## src/rtl/ring_mem_port_pkg.sv

```systemverilog
// Shared ring definitions: slot types, Address opcodes, line geometry and the
// command-queue entry layout used by the cache side and the memory port.
package ring_mem_port_pkg;

  localparam int LINE_WORDS = 8;
  localparam int LINE_IDX_W = 3;

  localparam logic [3:0] SLOT_TOKEN = 4'd1;
  localparam logic [3:0] SLOT_ADDR  = 4'd2;
  localparam logic [3:0] SLOT_WDATA = 4'd3;
  localparam logic [3:0] SLOT_RDATA = 4'd4;
  localparam logic [3:0] SLOT_NULL  = 4'd7;

  localparam logic [3:0] OP_WRITE = 4'b0000;
  localparam logic [3:0] OP_DREAD = 4'b0001;
  localparam logic [3:0] OP_IREAD = 4'b0011;

  typedef struct packed {
    logic        rd;
    logic [27:0] addr;
    logic [3:0]  src;
  } mem_cmd_t;

  typedef logic [LINE_WORDS-1:0][31:0] line_t;

  typedef enum logic [1:0] {
    SEQ_IDLE,
    SEQ_CMD,
    SEQ_WDATA,
    SEQ_RDATA
  } seq_state_e;

  // D-reads and I-reads are both line reads to memory.
  function automatic logic addr_op_is_read(input logic [3:0] op);
    return (op == OP_DREAD) || (op == OP_IREAD);
  endfunction

endpackage

```

## src/rtl/ring_cmd_fifo.sv

```systemverilog
// Command queue: each entry is a line command plus its 8-word data row.
// A push into a full queue is honoured when a pop happens in the same cycle.
module ring_cmd_fifo
  import ring_mem_port_pkg::*;
#(
  parameter int DEPTH = 4
) (
  input  logic     clock,
  input  logic     reset,
  input  logic     push_i,
  input  mem_cmd_t push_cmd_i,
  input  line_t    push_row_i,
  input  logic     pop_i,
  output logic     empty_o,
  output logic     full_o,
  output logic     drop_o,
  output mem_cmd_t head_cmd_o,
  output line_t    head_row_o
);

  localparam int PW = $clog2(DEPTH);

  logic [PW-1:0] wr_ptr_q, rd_ptr_q;
  logic [PW:0]   count_q;
  mem_cmd_t      cmd_mem_q [DEPTH];
  line_t         row_mem_q [DEPTH];
  logic          push_ok, pop_ok;

  assign empty_o    = (count_q == '0);
  assign full_o     = (count_q == (PW+1)'(DEPTH));
  assign pop_ok     = pop_i && !empty_o;
  assign push_ok    = push_i && (!full_o || pop_ok);
  assign drop_o     = push_i && !push_ok;
  assign head_cmd_o = cmd_mem_q[rd_ptr_q];
  assign head_row_o = row_mem_q[rd_ptr_q];

  // Pointer and occupancy tracking; power-of-two depth lets pointers wrap freely.
  always_ff @(posedge clock or posedge reset) begin
    if (reset) begin
      wr_ptr_q <= '0;
      rd_ptr_q <= '0;
      count_q  <= '0;
    end else begin
      if (push_ok) wr_ptr_q <= wr_ptr_q + 1'b1;
      if (pop_ok)  rd_ptr_q <= rd_ptr_q + 1'b1;
      case ({push_ok, pop_ok})
        2'b10:   count_q <= count_q + 1'b1;
        2'b01:   count_q <= count_q - 1'b1;
        default: count_q <= count_q;
      endcase
    end
  end

  // Entry storage; contents are only meaningful while counted as occupied.
  always_ff @(posedge clock) begin
    if (push_ok) begin
      cmd_mem_q[wr_ptr_q] <= push_cmd_i;
      row_mem_q[wr_ptr_q] <= push_row_i;
    end
  end

endmodule

```

## src/rtl/ring_mem_port.sv

```systemverilog
// Ring-snooping memory port: decodes Address/WriteData slots into a command
// queue and sequences line reads/writes to the DDR controller, returning read
// data one cycle after each memory beat.
module ring_mem_port
  import ring_mem_port_pkg::*;
#(
  parameter int FIFO_DEPTH = 4
) (
  input  logic        clock,
  input  logic        reset,
  input  logic [31:0] RingIn,
  input  logic [3:0]  SlotTypeIn,
  input  logic [3:0]  SourceIn,
  output logic [31:0] RDreturn,
  output logic [3:0]  RDdest,
  output logic        memCmdValid,
  input  logic        memCmdReady,
  output logic        memCmdRead,
  output logic [27:0] memCmdAddr,
  output logic [31:0] memWData,
  output logic        memWValid,
  input  logic        memWReady,
  input  logic [31:0] memRData,
  input  logic        memRValid,
  output logic        overflow
);

  logic [LINE_IDX_W-1:0] wcnt_q;
  line_t                 stage_q;
  logic                  overflow_q;
  seq_state_e            state_q, state_d;
  logic [LINE_IDX_W-1:0] bcnt_q, bcnt_d;
  logic [31:0]           rd_data_q;
  logic [3:0]            rd_dest_q;

  logic     is_addr, push_wr, push_rd, push, pop, drop, empty, full, rd_beat;
  mem_cmd_t push_cmd, head_cmd;
  line_t    head_row;

  assign is_addr  = (SlotTypeIn == SLOT_ADDR);
  assign push_wr  = is_addr && (RingIn[31:28] == OP_WRITE);
  assign push_rd  = is_addr && addr_op_is_read(RingIn[31:28]);
  assign push     = push_wr || push_rd;
  assign push_cmd = '{rd: push_rd, addr: RingIn[27:0], src: SourceIn};

  ring_cmd_fifo #(.DEPTH(FIFO_DEPTH)) u_fifo (
    .clock      (clock),
    .reset      (reset),
    .push_i     (push),
    .push_cmd_i (push_cmd),
    .push_row_i (stage_q),
    .pop_i      (pop),
    .empty_o    (empty),
    .full_o     (full),
    .drop_o     (drop),
    .head_cmd_o (head_cmd),
    .head_row_o (head_row)
  );

  // Write-data index: advances per WriteData slot, restarts at each write Address.
  always_ff @(posedge clock or posedge reset) begin
    if (reset)                          wcnt_q <= '0;
    else if (push_wr)                   wcnt_q <= '0;
    else if (SlotTypeIn == SLOT_WDATA)  wcnt_q <= wcnt_q + 1'b1;
  end

  // Staging buffer collects the victim line ahead of its write Address.
  always_ff @(posedge clock) begin
    if (SlotTypeIn == SLOT_WDATA) stage_q[wcnt_q] <= RingIn;
  end

  // Sticky drop flag; only reset clears it.
  always_ff @(posedge clock or posedge reset) begin
    if (reset)     overflow_q <= 1'b0;
    else if (drop) overflow_q <= 1'b1;
  end

  // Sequencer state and beat counter.
  always_ff @(posedge clock or posedge reset) begin
    if (reset) begin
      state_q <= SEQ_IDLE;
      bcnt_q  <= '0;
    end else begin
      state_q <= state_d;
      bcnt_q  <= bcnt_d;
    end
  end

  // Sequencer next state and handshake outputs; one command in flight at a time.
  always_comb begin
    state_d     = state_q;
    bcnt_d      = bcnt_q;
    pop         = 1'b0;
    rd_beat     = 1'b0;
    memCmdValid = 1'b0;
    memWValid   = 1'b0;
    case (state_q)
      SEQ_IDLE: if (!empty) state_d = SEQ_CMD;
      SEQ_CMD: begin
        memCmdValid = 1'b1;
        if (memCmdReady) begin
          state_d = head_cmd.rd ? SEQ_RDATA : SEQ_WDATA;
          bcnt_d  = '0;
        end
      end
      SEQ_WDATA: begin
        memWValid = 1'b1;
        if (memWReady) begin
          bcnt_d = bcnt_q + 1'b1;
          if (bcnt_q == LINE_IDX_W'(LINE_WORDS - 1)) begin
            pop     = 1'b1;
            state_d = SEQ_IDLE;
          end
        end
      end
      SEQ_RDATA: begin
        if (memRValid) begin
          rd_beat = 1'b1;
          bcnt_d  = bcnt_q + 1'b1;
          if (bcnt_q == LINE_IDX_W'(LINE_WORDS - 1)) begin
            pop     = 1'b1;
            state_d = SEQ_IDLE;
          end
        end
      end
      default: state_d = SEQ_IDLE;
    endcase
  end

  // Read return: one registered beat per memory beat, zero on all other cycles.
  always_ff @(posedge clock or posedge reset) begin
    if (reset) begin
      rd_dest_q <= '0;
      rd_data_q <= '0;
    end else begin
      rd_dest_q <= rd_beat ? head_cmd.src : 4'd0;
      rd_data_q <= rd_beat ? memRData : 32'd0;
    end
  end

  assign memCmdRead = head_cmd.rd;
  assign memCmdAddr = head_cmd.addr;
  assign memWData   = head_row[bcnt_q];
  assign RDdest     = rd_dest_q;
  assign RDreturn   = rd_data_q;
  assign overflow   = overflow_q;

endmodule

```

## config.mk

```make
export PLATFORM = sky130hd
export DESIGN_NAME = ring_mem_port
export DESIGN_NICKNAME = d
export VERILOG_FILES = /design/src/rtl/ring_mem_port_pkg.sv /design/src/rtl/ring_cmd_fifo.sv /design/src/rtl/ring_mem_port.sv
export SDC_FILE = /design/constraint.sdc
export NUM_CORES = 1
export LEC_CHECK = 0
export CAP_MARGIN = 15
export CORE_ASPECT_RATIO = 1.25
export CORE_UTILIZATION = 32
export CTS_BUF_LIST = sky130_fd_sc_hd__clkbuf_4
export DETAILED_ROUTE_END_ITERATION = 8
export MAX_ROUTING_LAYER = met4
export PLACE_DENSITY_LB_ADDON = 0.25
export SLEW_MARGIN = 20
export SYNTH_ARGS = -nofsm -noshare
export SYNTH_HDL_FRONTEND = slang
export SYNTH_SLANG_ARGS = --single-unit
```

## constraint.sdc

```tcl
create_clock -name clock -period 20.4 [get_ports clock]
set_clock_uncertainty 0.2 [all_clocks]
set_input_delay 4.08 -clock clock [delete_from_list [all_inputs] [get_ports clock]]
set_output_delay 4.08 -clock clock [all_outputs]
set_load 0.05 [all_outputs]
```

**Yosys cells after proc, flatten, opt, wreduce, memory -nomap -nowiden**

Memories as Yosys holds them, arrays and structs flattened.
Cells that the tools add are included.

- Bits in registers: 308
- Memory bits (writable): 1,156
- Bits of input ports: 77
- Output and inout bits: 100
- Word-level logic and storage cells: 94
- Memories kept: 2

Memories:

| memory | words | bits a word | read ports | clocked after Yosys merged registers in | write ports | RTL line | source |
|---|---|---|---|---|---|---|---|
| u_fifo.row_mem_q | 4 | 256 | 1 | 0 | 1 | ring_cmd_fifo.sv:26 | `line_t row_mem_q [DEPTH];` |
| u_fifo.cmd_mem_q | 4 | 33 | 1 | 0 | 1 | ring_cmd_fifo.sv:25 | `mem_cmd_t cmd_mem_q [DEPTH];` |

- Add/subtract/negate cells: 6
- $lt $le $gt $ge: 3
- Equality and inequality tests: 15
- Muxes and demuxes: 31
- Reductions and logical operators: 20

Operator list:

| kind | count |
|---|---|
| 256-bit bitwise mux | 1 |
| 32-bit binary-select mux with 3-bit select | 1 |
| 32-bit demux with 3-bit select | 1 |
| 32-bit two-way mux | 3 |
| 3-bit two-way mux | 5 |
| 4-bit by 2-bit == test with 1-bit output, second input constant | 3 |
| 1-bit two-way mux | 10 |
| 2-bit two-way mux | 5 |
| 3-bit by 1-bit adder with 3-bit output, second input constant | 3 |
| 3-bit case mux with 3 select lines | 1 |
| 3-bit by 4-bit < comparator with 1-bit output, second input constant | 2 |
| 2-bit inequality test, second input constant | 4 |
| 2-bit case mux with 4 select lines | 1 |
| 4-bit AND reduction | 2 |
| 2-bit == test, second input constant | 3 |
| 3-bit == test, second input constant | 2 |
| 1-bit logical AND | 6 |
| 3-bit case mux with 2 select lines | 1 |
| 2-bit by 1-bit adder with 2-bit output, second input constant | 2 |
| 2-bit by 1-bit == test with 1-bit output, second input constant | 2 |
| 4-bit by 1-bit == test with 1-bit output, second input constant | 1 |
| 4-bit zero test | 1 |
| 4-bit two-way mux | 1 |
| 2-bit nonzero test | 2 |
| other kinds (8) | 12 |

**Logic depth before layout (Yosys ltp)**

Gate-level depths: netlist (run 1).

- Depth after elaboration: 9
- Depth in mapped cells: 11

**Cells and area by module**

A second synthesis (run 1) with hierarchy kept.

- Cell total of the unflattened synthesis: 2,087
- Area, all modules: 53,632.7 um2

By module, submodules not included:

| module | times used | cells an instance | area an instance (um2) |
|---|---|---|---|
| ring_cmd_fifo | 1 | 1,565 | 42,129.2 |
| ring_mem_port | 1 | 522 | 11,503.5 |

**Worst setup path before layout (run 1)**

No wires, ideal clock.

- Path type: input port to flip-flop
- Start: input port SlotTypeIn[0]
- End: memory u_fifo.cmd_mem_q[0][0] in the netlist's numbering, enable pin
- Library setup time: 0.687 ns
- Arrival: 11.345 ns
- Data required time: 19.513 ns
- Path slack: 8.168 ns
- Cell stages on the path: 5
- Path through: nor3_1 and3_1 o21ai_1 a31oi_4 and2_1

- Longest elaborated chain between the ends: 6
- Elaborated cells on any way between the ends: 7
- Classes of those cells: 1 x eq/ne; 2 x mux; 4 x reduce/logical

RTL lines:

| element | RTL line | source |
|---|---|---|
| start: declaration | ring_mem_port.sv:12 | `input logic [3:0] SlotTypeIn,` |
| 4-bit by 2-bit == test with 1-bit output (*) | ring_mem_port.sv:40 | `assign is_addr = (SlotTypeIn == SLOT_ADDR);` |
| 1-bit logical AND (on tied branches) | ring_mem_port.sv:41, ring_mem_port.sv:42 |  |
| 1-bit logical OR (*) | ring_mem_port.sv:43 | `assign push = push_wr \|\| push_rd;` |
| 1-bit logical AND (*) | ring_cmd_fifo.sv:32 | `assign push_ok = push_i && (!full_o \|\| pop_ok);` |
| 1-bit two-way mux (*) | ring_cmd_fifo.sv:56 | `if (push_ok) begin` |
| 1-bit two-way mux (implied by the code) (*) | ring_cmd_fifo.sv:57 | `cmd_mem_q[wr_ptr_q] <= push_cmd_i;` |
| end: declaration | ring_cmd_fifo.sv:25 |  |

Every way passes the cells marked *; elsewhere a longest branch is shown, timed or not.

**Final worst setup path (run 1)**

- Start: register u_fifo.rd_ptr_q[1]
- End: output port memWData[15]

- Longest elaborated chain between the ends: 3

RTL lines:

| element | RTL line | source |
|---|---|---|
| start: declaration | ring_cmd_fifo.sv:23 | `logic [PW-1:0] wr_ptr_q, rd_ptr_q;` |
| start signal: assignment | ring_cmd_fifo.sv:45 | `if (pop_ok) rd_ptr_q <= rd_ptr_q + 1'b1;` |
| memory read 4 x 256 bit | -- |  |
| 32-bit binary-select mux with 3-bit select | ring_mem_port.sv:143 | `assign memWData = head_row[bcnt_q];` |
| 32-bit two-way mux (implied by the code) | ring_mem_port.sv:143 |  |
| end: declaration | ring_mem_port.sv:20 | `output logic [31:0] memWData,` |

Every way passes these cells. The select of a mux whose other input is x is not followed.

==> metrics.cfg, run 1 <==
[layout]
stdcell_area_um2=62880
multi_input_area_um2=9753
fin_nets=3340
syn_to_final_growth_pct=15.72
drive_above_1_share_pct=18.85
seq_area_um2=43710
nFillCells=15610

[setup_path]
cpMostUsedCell=buf_4
path_buf_inv=4
start_kind=register
crit_fanout=130
cpPeakStageDelay_ns=0.86
cp_data_arrival_time_ns=6.39
required_ns=16.12
endpoint_kind=primary output
worstPathCellList=buf_4 > buf_4 > buf_12 > mux2i_1 > a22o_1 > nor3_1 > a31oi_1 > nand3_1 > clkdlybuf4s50_1
crit_slowest_cell=buf_4
crit_type=reg -> out
critPathTopFamily=buffers and inverters

[global_route]
grt_pass1_wl_um=181700
grt_pass1_vias=28930
grt_overflow=0
grt_antenna_before_repair=7
grt_max_degree=135
grt_usage_pct=14.79

[clock_network]
cts_root_buffer=clkbuf_4
clk_pin_slew_ns=0.06
worstSkewPairLatency_ns=1.23
cts_htree_levels=5
postCtsSetupBuffers=0
cts_resized=0
cts_buffers=375
cts_tree=yes
cts.sinks=1464
postCtsHoldBufs=0
clk_path_buf_depth=4

[synth]
yosysTopAreaCellShare_pct=78.03
seq_area_frac_synth_pct=80.43
yosysWarnings=0
synthesis.nets=2880
async_flop_share_pct=3.552
syn_inst=2794
synth_edf_count=1412
yosys-top-cells-area=edfxtp_1, mux2i_1, dfrtp_1
syn-mean-instance-area_um2=19.45
ys.flop_type=edfxtp_1
synth_area_um2=54340
ys_seq_elements=1464
synth_top_area_cell=edfxtp_1
yosysUniqueCellTypes=42

[power_and_ir_drop]
power_density_nw_per_um2=125.6
combPwrFrac_pct=27.6
p_leak_nw=20.34
sw_frac_of_total_pct=33.00
power.total_mw=7.897
switchingPower_mw=2.606
seqPwrFrac_pct=42.7
intPower_mw=5.291
p_clk_share_pct=29.6
vdd_drop_max_v=0.0001029

[sta]
setup_viol=0
fin_crit_sh_pct=52.32
fin_crit_ns=10.67
max_slew_margin_pct=17.45
rsz0062_at_grt=false
fin_tns_setup_ns=0
tightest_slew_ns=1.238
final_hold_viol_count=0
drv_slew=0
clock.fmax_mhz=93.70

[detailed_routing]
dr.pass1.iters=5
dr_total_vias=26990
avgRoutedWirePerCell_um=21.78
routed_via_density=4.729
wl_um=124300
ant_nets=0
drt_iter0_drc=1582
drc=0

[die]
fp.dieArea_um2=171500
die_h_um=462.7
rows=168
die_x_um=370.6
boundaryPins=177
coreArea_um2=168200
start_util_pct=32.31

[min_path]
hold_class=reg -> reg

[placed_design]
io_buffer_count=176
dp_hpwl_um=61130
place_congestion=0.7159
placed_area_um2=58460

[flow_run]
maxCapViolations=0

[outcome]
status=completed

power by group through the flow:
stage / Combinational, mW / Clock, mW / Sequential, mW
floorplan: 1.48 / 0 / 3.46
global placement: 2.23 / 0 / 3.44
finish: 2.18 / 2.34 / 3.37
detailed placement: 2.23 / 0 / 3.44
CTS: 2.24 / 2.44 / 3.37
global route: 2.32 / 2.58 / 3.38
state kept, by name, indices dropped and copies added, names as in the netlist:
name	count
u_fifo.row_mem_q	1024
stage_q	256
u_fifo.cmd_mem_q	132
RDreturn	32
RDdest	4
bcnt_q	3
u_fifo.count_q	3
wcnt_q	3
state_q	2
u_fifo.rd_ptr_q	2
u_fifo.wr_ptr_q	2
overflow	1
cells in the final DEF (no fill, tap or decap), types with 5 or more instances in the layout:
| cell type | count |
|---|---|
| a21oi_1 | 99 |
| a22o_1 | 66 |
| a22oi_1 | 96 |
| a31oi_1 | 32 |
| and2_1 | 37 |
| and2_4 | 5 |
| buf_12 | 7 |
| buf_4 | 39 |
| clkbuf_4 | 533 |
| clkdlybuf4s50_1 | 176 |
| clkinv_1 | 63 |
| clkinv_2 | 7 |
| dfrtp_1 | 50 |
| diode_2 | 6 |
| edfxtp_1 | 1412 |
| ha_1 | 8 |
| inv_1 | 8 |
| inv_2 | 7 |
| mux2i_1 | 515 |
| mux4_2 | 33 |
| nand2_1 | 101 |
| nand2b_1 | 5 |
| nand3_1 | 97 |
| nor2_1 | 10 |
| nor2_4 | 7 |
| nor3_1 | 34 |
| xor2_1 | 5 |
routing by layer:
layer / GRT usage (%) / up-vias / wire length [um] / part of all wire [%]
li1: - / 12290 / - / -
met1: 16.61 / 13860 / 50460 / 41
met2: 25.49 / 627 / 65680 / 53
met3: 3.172 / 217 / 5240 / 4.2
met4: 5.799 / 0 / 2923 / 2.4
met5: - / - / 0 / 0
through the flow:
step	util, %	cells	hold slack (ns)	worst slack [ns]
finish	37.39	5707	0.2530	9.727
global route	37.39	5706	0.2751	9.415
CTS	37.38	5701	0.2570	9.616
detailed placement	34.76	5087	0.2766	11.04
global placement	34.76	5087	0.2681	11.04
floorplan	-	2794	0.2587	8.168
synthesized netlist by cell type, types with 2 or more instances:
cell,count
a21oi_1,99
a22o_1,66
a22oi_1,96
a31oi_1,32
and2_1,41
and3_1,3
buf_1,9
buf_2,47
buf_4,21
buf_6,31
buf_8,2
clkbuf_1,23
clkbuf_4,6
dfrtp_1,52
edfxtp_1,1412
ha_1,8
inv_1,9
mux2i_1,515
mux4_2,33
nand2_1,102
nand2b_1,7
nand3_1,97
nor2_1,17
nor2b_1,3
nor3_1,36
nor3b_1,2
o21ai_0,3
o21ai_1,3
xnor2_1,2
xor2_1,5
worst paths after layout:
kind | from | end | slack [ns] | cells past startpoint
max | u_fifo.rd_ptr_q[1] | memWData[15] | 9.73 | 9
min | stage_q[207] | u_fifo.row_mem_q[1][207] | 0.25 | 0
max reg2reg | bcnt_q[0] | u_fifo.row_mem_q[3][71] | 16.03 | 7
min reg2reg | stage_q[207] | u_fifo.row_mem_q[1][207] | 0.25 | 0
max in group asynchronous | reset | u_fifo.rd_ptr_q[1] | 16.18 | 3
min in group asynchronous | reset | RDreturn[21] | 2.98 | 2
cell type report:
class | instances | share of cell area (%)
well taps | 2210 | 4.397
multi-input cells | 1181 | 15.51
clock buffers | 533 | 6.363
inverters | 10 | 0.05969
diodes | 6 | 0.02388
flip-flops and latches | 1464 | 69.51
clock inverters | 81 | 0.6427
repair buffers | 222 | 3.490
cell families after synthesis:
logic type,Yosys count,synth area share (%)
AOI/OAI and AO/OA,303,3.811
adders and majority gates,9,0.2211
muxes,549,10.88
DFF,1464,80.43
buffers and inverters,149,1.794
and+or+nand+nor,313,2.761
xor gates and xnor gates,7,0.1128
No activity file was read; power rests on OpenSTA's default activity.
==> run 2, diff against run 1 <==
==> constraint.sdc (replaced) <==
create_clock -name clock -period 8.95 [get_ports clock]
set_clock_uncertainty 0.2 [all_clocks]
set_input_delay 1.79 -clock clock [delete_from_list [all_inputs] [get_ports clock]]
set_output_delay 1.79 -clock clock [all_outputs]
set_load 0.05 [all_outputs]
==> run 2 against run 1 <==
Against the previous run: global-route usage grew 0.32 points; critical path type unchanged; largest cell class unchanged; non-clock buffer count is 7 lower; combinational power up 130%; critical path depth shrank 2; die area unchanged; largest power group unchanged; core utilization increased by 0.13 points.
==> metrics.cfg, run 2 (synthesized netlist as in run 1, its figures left out) <==
[detailed_routing]
avgRoutedWirePerCell_um=22.20  ; +1.9%
dr.pass1.iters=5  ; unchanged
routed_via_density=4.762  ; +0.69%
drc=0  ; unchanged
wl_met3_um=5391  ; +2.9%
ant_nets=0  ; unchanged
wl_um=126900  ; +2.1%
drt_iter0_drc=1804  ; +14%
dr_total_vias=27210  ; +0.83%
wl_met1_um=53460  ; +5.9%
wl_met2_um=65150  ; -0.81%
dr.max_layer_used=met4

[setup_path]
reg2reg_slack_ns=5.26  ; -10.77 ns
cpPeakStageDelay_ns=0.89  ; +0.03 ns
crit_type=reg -> out
endpoint_kind=primary output
crit_fanout=78  ; -40%
path_buf_inv=2  ; -2
critPathTopFamily=buffers and inverters
r2r_end=u_fifo.cmd_mem_q[3][18]
reg2reg_depth=6  ; -1
rr_startpoint=bcnt_q[0]
start_kind=register
worstPathCellList=and2_4 > buf_12 > a22o_1 > nor3_1 > a31oi_1 > nand3_1 > clkdlybuf4s50_1
required_ns=6.96  ; -9.16 ns
cp_data_arrival_time_ns=4.90  ; -1.49 ns
crit_slowest_cell=and2_4

[layout]
syn_to_final_growth_pct=16.11
reg_top3=u_fifo.row_mem_q: 1024 flops, stage_q: 256 flops, u_fifo.cmd_mem_q: 132 flops
largest_register=u_fifo.row_mem_q
final_cells=5715  ; +0.14%
layout_common_cells=edfxtp_1, clkbuf_4, mux2i_1, clkdlybuf4s50_1, nand2_1
drive_above_1_share_pct=19.41  ; +0.56 points
final_common_cell=edfxtp_1
fin_nets=3346  ; +0.18%
final_util_pct=37.52  ; +0.13 points
largest_register_ffs=1024  ; unchanged

[die]
die_x_um=370.6  ; unchanged
boundaryPins=177  ; unchanged
die_h_um=462.7  ; unchanged
fp.dieArea_um2=171500  ; unchanged
start_util_pct=32.31  ; unchanged
coreArea_um2=168200  ; unchanged
rows=168  ; unchanged

[sta]
fin_crit_ns=6.894
final_hold_viol_count=0  ; unchanged
clock.fmax_mhz=145.1
fin_ws_ns=2.056  ; -7.671 ns
fin_tns_setup_ns=0  ; unchanged
rsz0062_at_grt=false
setup_viol=0  ; unchanged
fin_crit_sh_pct=77.03
drv_slew=0  ; unchanged
max_slew_margin_pct=27.10  ; +9.7 points
tightest_slew_ns=1.091  ; -0.1475 ns

[clock_network]
cts_resized=0  ; unchanged
clk_path_buf_depth=4  ; unchanged
cts_htree_levels=5  ; unchanged
cts.sinks=1464  ; unchanged
postCtsHoldBufs=0  ; unchanged
postCtsSetupBuffers=0  ; unchanged
cts_tree=yes
cts_buffers=388  ; +3.5%
cts_root_buffer=clkbuf_4
worstSkewPairLatency_ns=1.28  ; +0.05 ns
clk_pin_slew_ns=0.07  ; about the same

[placed_design]
io_buffer_count=176  ; unchanged
placed_cells=5080  ; -0.14%
dp_hpwl_um=60400  ; -1.2%
place_ws_ns=3.286  ; -7.753 ns
place_congestion=0.7051  ; -1.5%

[power_and_ir_drop]
p_leak_nw=20.45  ; +0.53%
vdd_drop_max_v=0.0002962  ; +190%
power_density_nw_per_um2=288.0  ; +130%

[flow_run]
maxCapViolations=0  ; unchanged

[outcome]
status=completed

[global_route]
grt_pass1_vias=29610  ; +2.3%
grt_overflow=0  ; unchanged
grt_max_degree=128  ; -5.2%
grt_pass1_wl_um=185500  ; +2.1%
grt_antenna_before_repair=8  ; +1
grt_usage_pct=15.12  ; +0.32 points

[min_path]
min_from=stage_q[54]
hold_class=reg -> reg
hold_path_depth=0  ; unchanged
holdPathEnd=u_fifo.row_mem_q[2][54]

-- run 2: metal layers --
layer	track usage [%]	vias to the layer above
met3	3.187	230
met2	25.39	678
li1	-	12290
met1	17.82	14010
met5	-	-
met4	5.356	0
-- run 2: area by class of cell --
class	count	area [um^2]
fill	15750	105100
inverter	10	37.54
multi-input combinational	1181	9753
clock inverter	72	365.4
tap	2210	2765
timing repair buffer	215	2267
sequential	1464	43710
clock buffer	557	4182
antenna	6	15.01
-- run 2: stage by stage --
step,hold WS [ns],instance area (um^2),power (mW)
2_1_floorplan,0.2587,54340,11.26
3_5_place_dp,0.2680,58530,12.92
4_1_cts,0.1866,63080,18.50
3_3_place_gp,0.2644,58530,12.90
5_1_grt,0.2153,63090,19.05
6_report,0.1985,63090,18.17
-- run 2: report_power, final --
group	internal, mW	switching [mW]	total, mW
Combinational	1.70	3.27	4.97
Sequential	7.57	0.137	7.70
Clock	2.91	2.59	5.49
-- run 2: how the worst max path moves through the flow --
stage,start,to,cells after the start
after floorplan,SlotTypeIn[0],u_fifo.cmd_mem_q[0][0],5
after global placement,u_fifo.rd_ptr_q[0],memWData[30],7
after detailed placement,bcnt_q[0],memWData[26],7
after CTS,bcnt_q[0],memWData[12],7
after global routing,bcnt_q[0],memWData[11],7
final,bcnt_q[0],memWData[12],7
==> run 3, diff against run 2 <==
==> constraint.sdc (replaced) <==
create_clock -name clock -period 7 [get_ports clock]
set_clock_uncertainty 0.2 [all_clocks]
set_input_delay 1.4 -clock clock [delete_from_list [all_inputs] [get_ports clock]]
set_output_delay 1.4 -clock clock [all_outputs]
set_load 0.05 [all_outputs]
==> run 3 against run 2 <==
Against the previous run: core utilization rose by 0.42 points; register-to-register slack lost 1.7 ns; clock power is 24% higher; global-route usage decreased by 0.25 points; final cell count grew 1.0%; sequential share of layout area is 0.76 points lower; sequential power up 28%; sequential cell count unchanged; critical path depth did not move; die area unchanged; combinational power up 32%; critical path type unchanged; highest routed layer unchanged.
==> metrics.cfg, run 3 (synthesized netlist as in run 1, its figures left out) <==
[outcome]
status=completed

[detailed_routing]
drt_iter0_drc=1627  ; -9.8%
drc=0  ; unchanged
ant_nets=0  ; unchanged
dr.pass1.iters=5  ; unchanged
wl_um=124300  ; -2.0%
dr_total_vias=27160  ; -0.21%
routed_via_density=4.703  ; -1.2%
avgRoutedWirePerCell_um=21.53  ; -3.0%

[power_and_ir_drop]
power_density_nw_per_um2=363.8  ; +26%
sw_frac_of_total_pct=32.93  ; -0.083 points
switchingPower_mw=7.642  ; +27%
seqPwrFrac_pct=42.5  ; about the same
intPower_mw=15.57  ; +28%
p_leak_nw=20.76  ; +1.5%
combPwrFrac_pct=28.2  ; +0.8 points
vdd_drop_max_v=0.0002857  ; -3.5%
p_clk_share_pct=29.2  ; -1.0 points

[setup_path]
required_ns=5.40  ; -1.56 ns
endpoint_kind=primary output
cp_data_arrival_time_ns=4.67  ; -0.23 ns
crit_type=reg -> out
start_kind=register
crit_fanout=31  ; -60%

[die]
rows=168  ; unchanged
start_util_pct=32.31  ; unchanged
die_x_um=370.6  ; unchanged
boundaryPins=177  ; unchanged
coreArea_um2=168200  ; unchanged
die_h_um=462.7  ; unchanged
fp.dieArea_um2=171500  ; unchanged

[layout]
largest_register_ffs=1024  ; unchanged
fin_nets=3400  ; +1.6%
final_cells=5774  ; +1.0%
reg_top3=u_fifo.row_mem_q: 1024 flops, stage_q: 256 flops, u_fifo.cmd_mem_q: 132 flops
final_common_cell=edfxtp_1
largest_register=u_fifo.row_mem_q
drive_above_1_share_pct=20.02  ; +0.62 points
layout_common_cells=edfxtp_1, clkbuf_4, mux2i_1, clkdlybuf4s50_1, nand2_1
syn_to_final_growth_pct=17.40

[clock_network]
clk_path_buf_depth=4  ; unchanged
clk_pin_slew_ns=0.06  ; about the same
cts_buffers=376  ; -3.1%
cts_tree=yes
postCtsHoldBufs=0  ; unchanged
postCtsSetupBuffers=0  ; unchanged
cts_root_buffer=clkbuf_4
cts_resized=0  ; unchanged
worstSkewPairLatency_ns=1.27  ; about the same
cts_htree_levels=5  ; unchanged
cts.sinks=1464  ; unchanged

[sta]
fin_crit_ns=6.273
clock.fmax_mhz=159.4
fin_crit_sh_pct=89.62
max_slew_margin_pct=24.95  ; -2.2 points
setup_viol=0  ; unchanged
rsz0062_at_grt=false
drv_slew=0  ; unchanged
tightest_slew_ns=1.123  ; +0.03219 ns
fin_tns_setup_ns=0  ; unchanged
final_hold_viol_count=0  ; unchanged

[placed_design]
io_buffer_count=176  ; unchanged
place_congestion=0.7066  ; +0.21%
placed_cells=5146  ; +1.3%
dp_hpwl_um=67830  ; +12%

[global_route]
grt_antenna_before_repair=5  ; -3
grt_overflow=0  ; unchanged
grt_pass1_vias=29060  ; -1.9%
grt_max_degree=62  ; -52%
grt_pass1_wl_um=183000  ; -1.4%
grt_usage_pct=14.87  ; -0.25 points

[flow_run]
maxCapViolations=0  ; unchanged

[min_path]
hold_class=reg -> reg

-- run 3: worst paths after layout --
kind	startpoint	end	slack, ns	cells after the start
min reg2reg	stage_q[43]	u_fifo.row_mem_q[3][43]	0.26	0
max	u_fifo.rd_ptr_q[0]	memWData[11]	0.73	7
min in group asynchronous	reset	RDreturn[17]	0.47	3
min	stage_q[43]	u_fifo.row_mem_q[3][43]	0.26	0
max in group asynchronous	reset	u_fifo.rd_ptr_q[1]	5.61	3
max reg2reg	bcnt_q[0]	u_fifo.row_mem_q[1][245]	3.56	6
-- run 3: critical path: stages, from the launching register on --
cell             delay (ns)
dfrtp_4                0.64
nor2_4                 0.90
buf_12                 0.32
a22o_1                 0.17
nor3_1                 0.06
a31oi_1                0.24
nand3_1                0.28
clkdlybuf4s50_1        0.79
-- run 3: routing by layer --
layer / part of all wire [%] / GRT usage, %
met5: 0 / -
met4: 1.8 / 4.552
met3: 4.1 / 3.407
met2: 53 / 25.99
met1: 41 / 16.73
-- run 3: area by class of cell --
class	instances	area, um^2
fill	15610	104400
clock inverter	97	467.9
tap	2210	2765
sequential	1464	43710
antenna	8	20.02
inverter	10	37.54
multi-input combinational	1181	9758
clock buffer	523	3926
timing repair buffer	281	3108
-- run 3: power by group through the flow --
stage / Sequential [mW] / Combinational, mW / Clock [mW]
floorplan: 10.1 / 4.32 / 0
global placement: 10.1 / 6.70 / 0
detailed placement: 10.1 / 6.69 / 0
CTS: 9.88 / 6.71 / 7.07
global route: 9.89 / 6.97 / 7.50
finish: 9.87 / 6.55 / 6.79
-- run 3: per-stage QoR --
stage	hold WS [ns]	utilization [%]	power [mW]	instance area [um^2]	setup slack (ns)
after floorplan	0.2587	-	14.40	54340	0.7059
after global placement	0.2624	35.29	16.75	59340	1.914
after detailed placement	0.2646	35.31	16.75	59380	1.883
after CTS	0.2540	37.92	23.66	63770	0.4605
after global routing	0.2760	37.94	24.36	63790	0.4398
final	0.2582	37.94	23.21	63790	0.7268
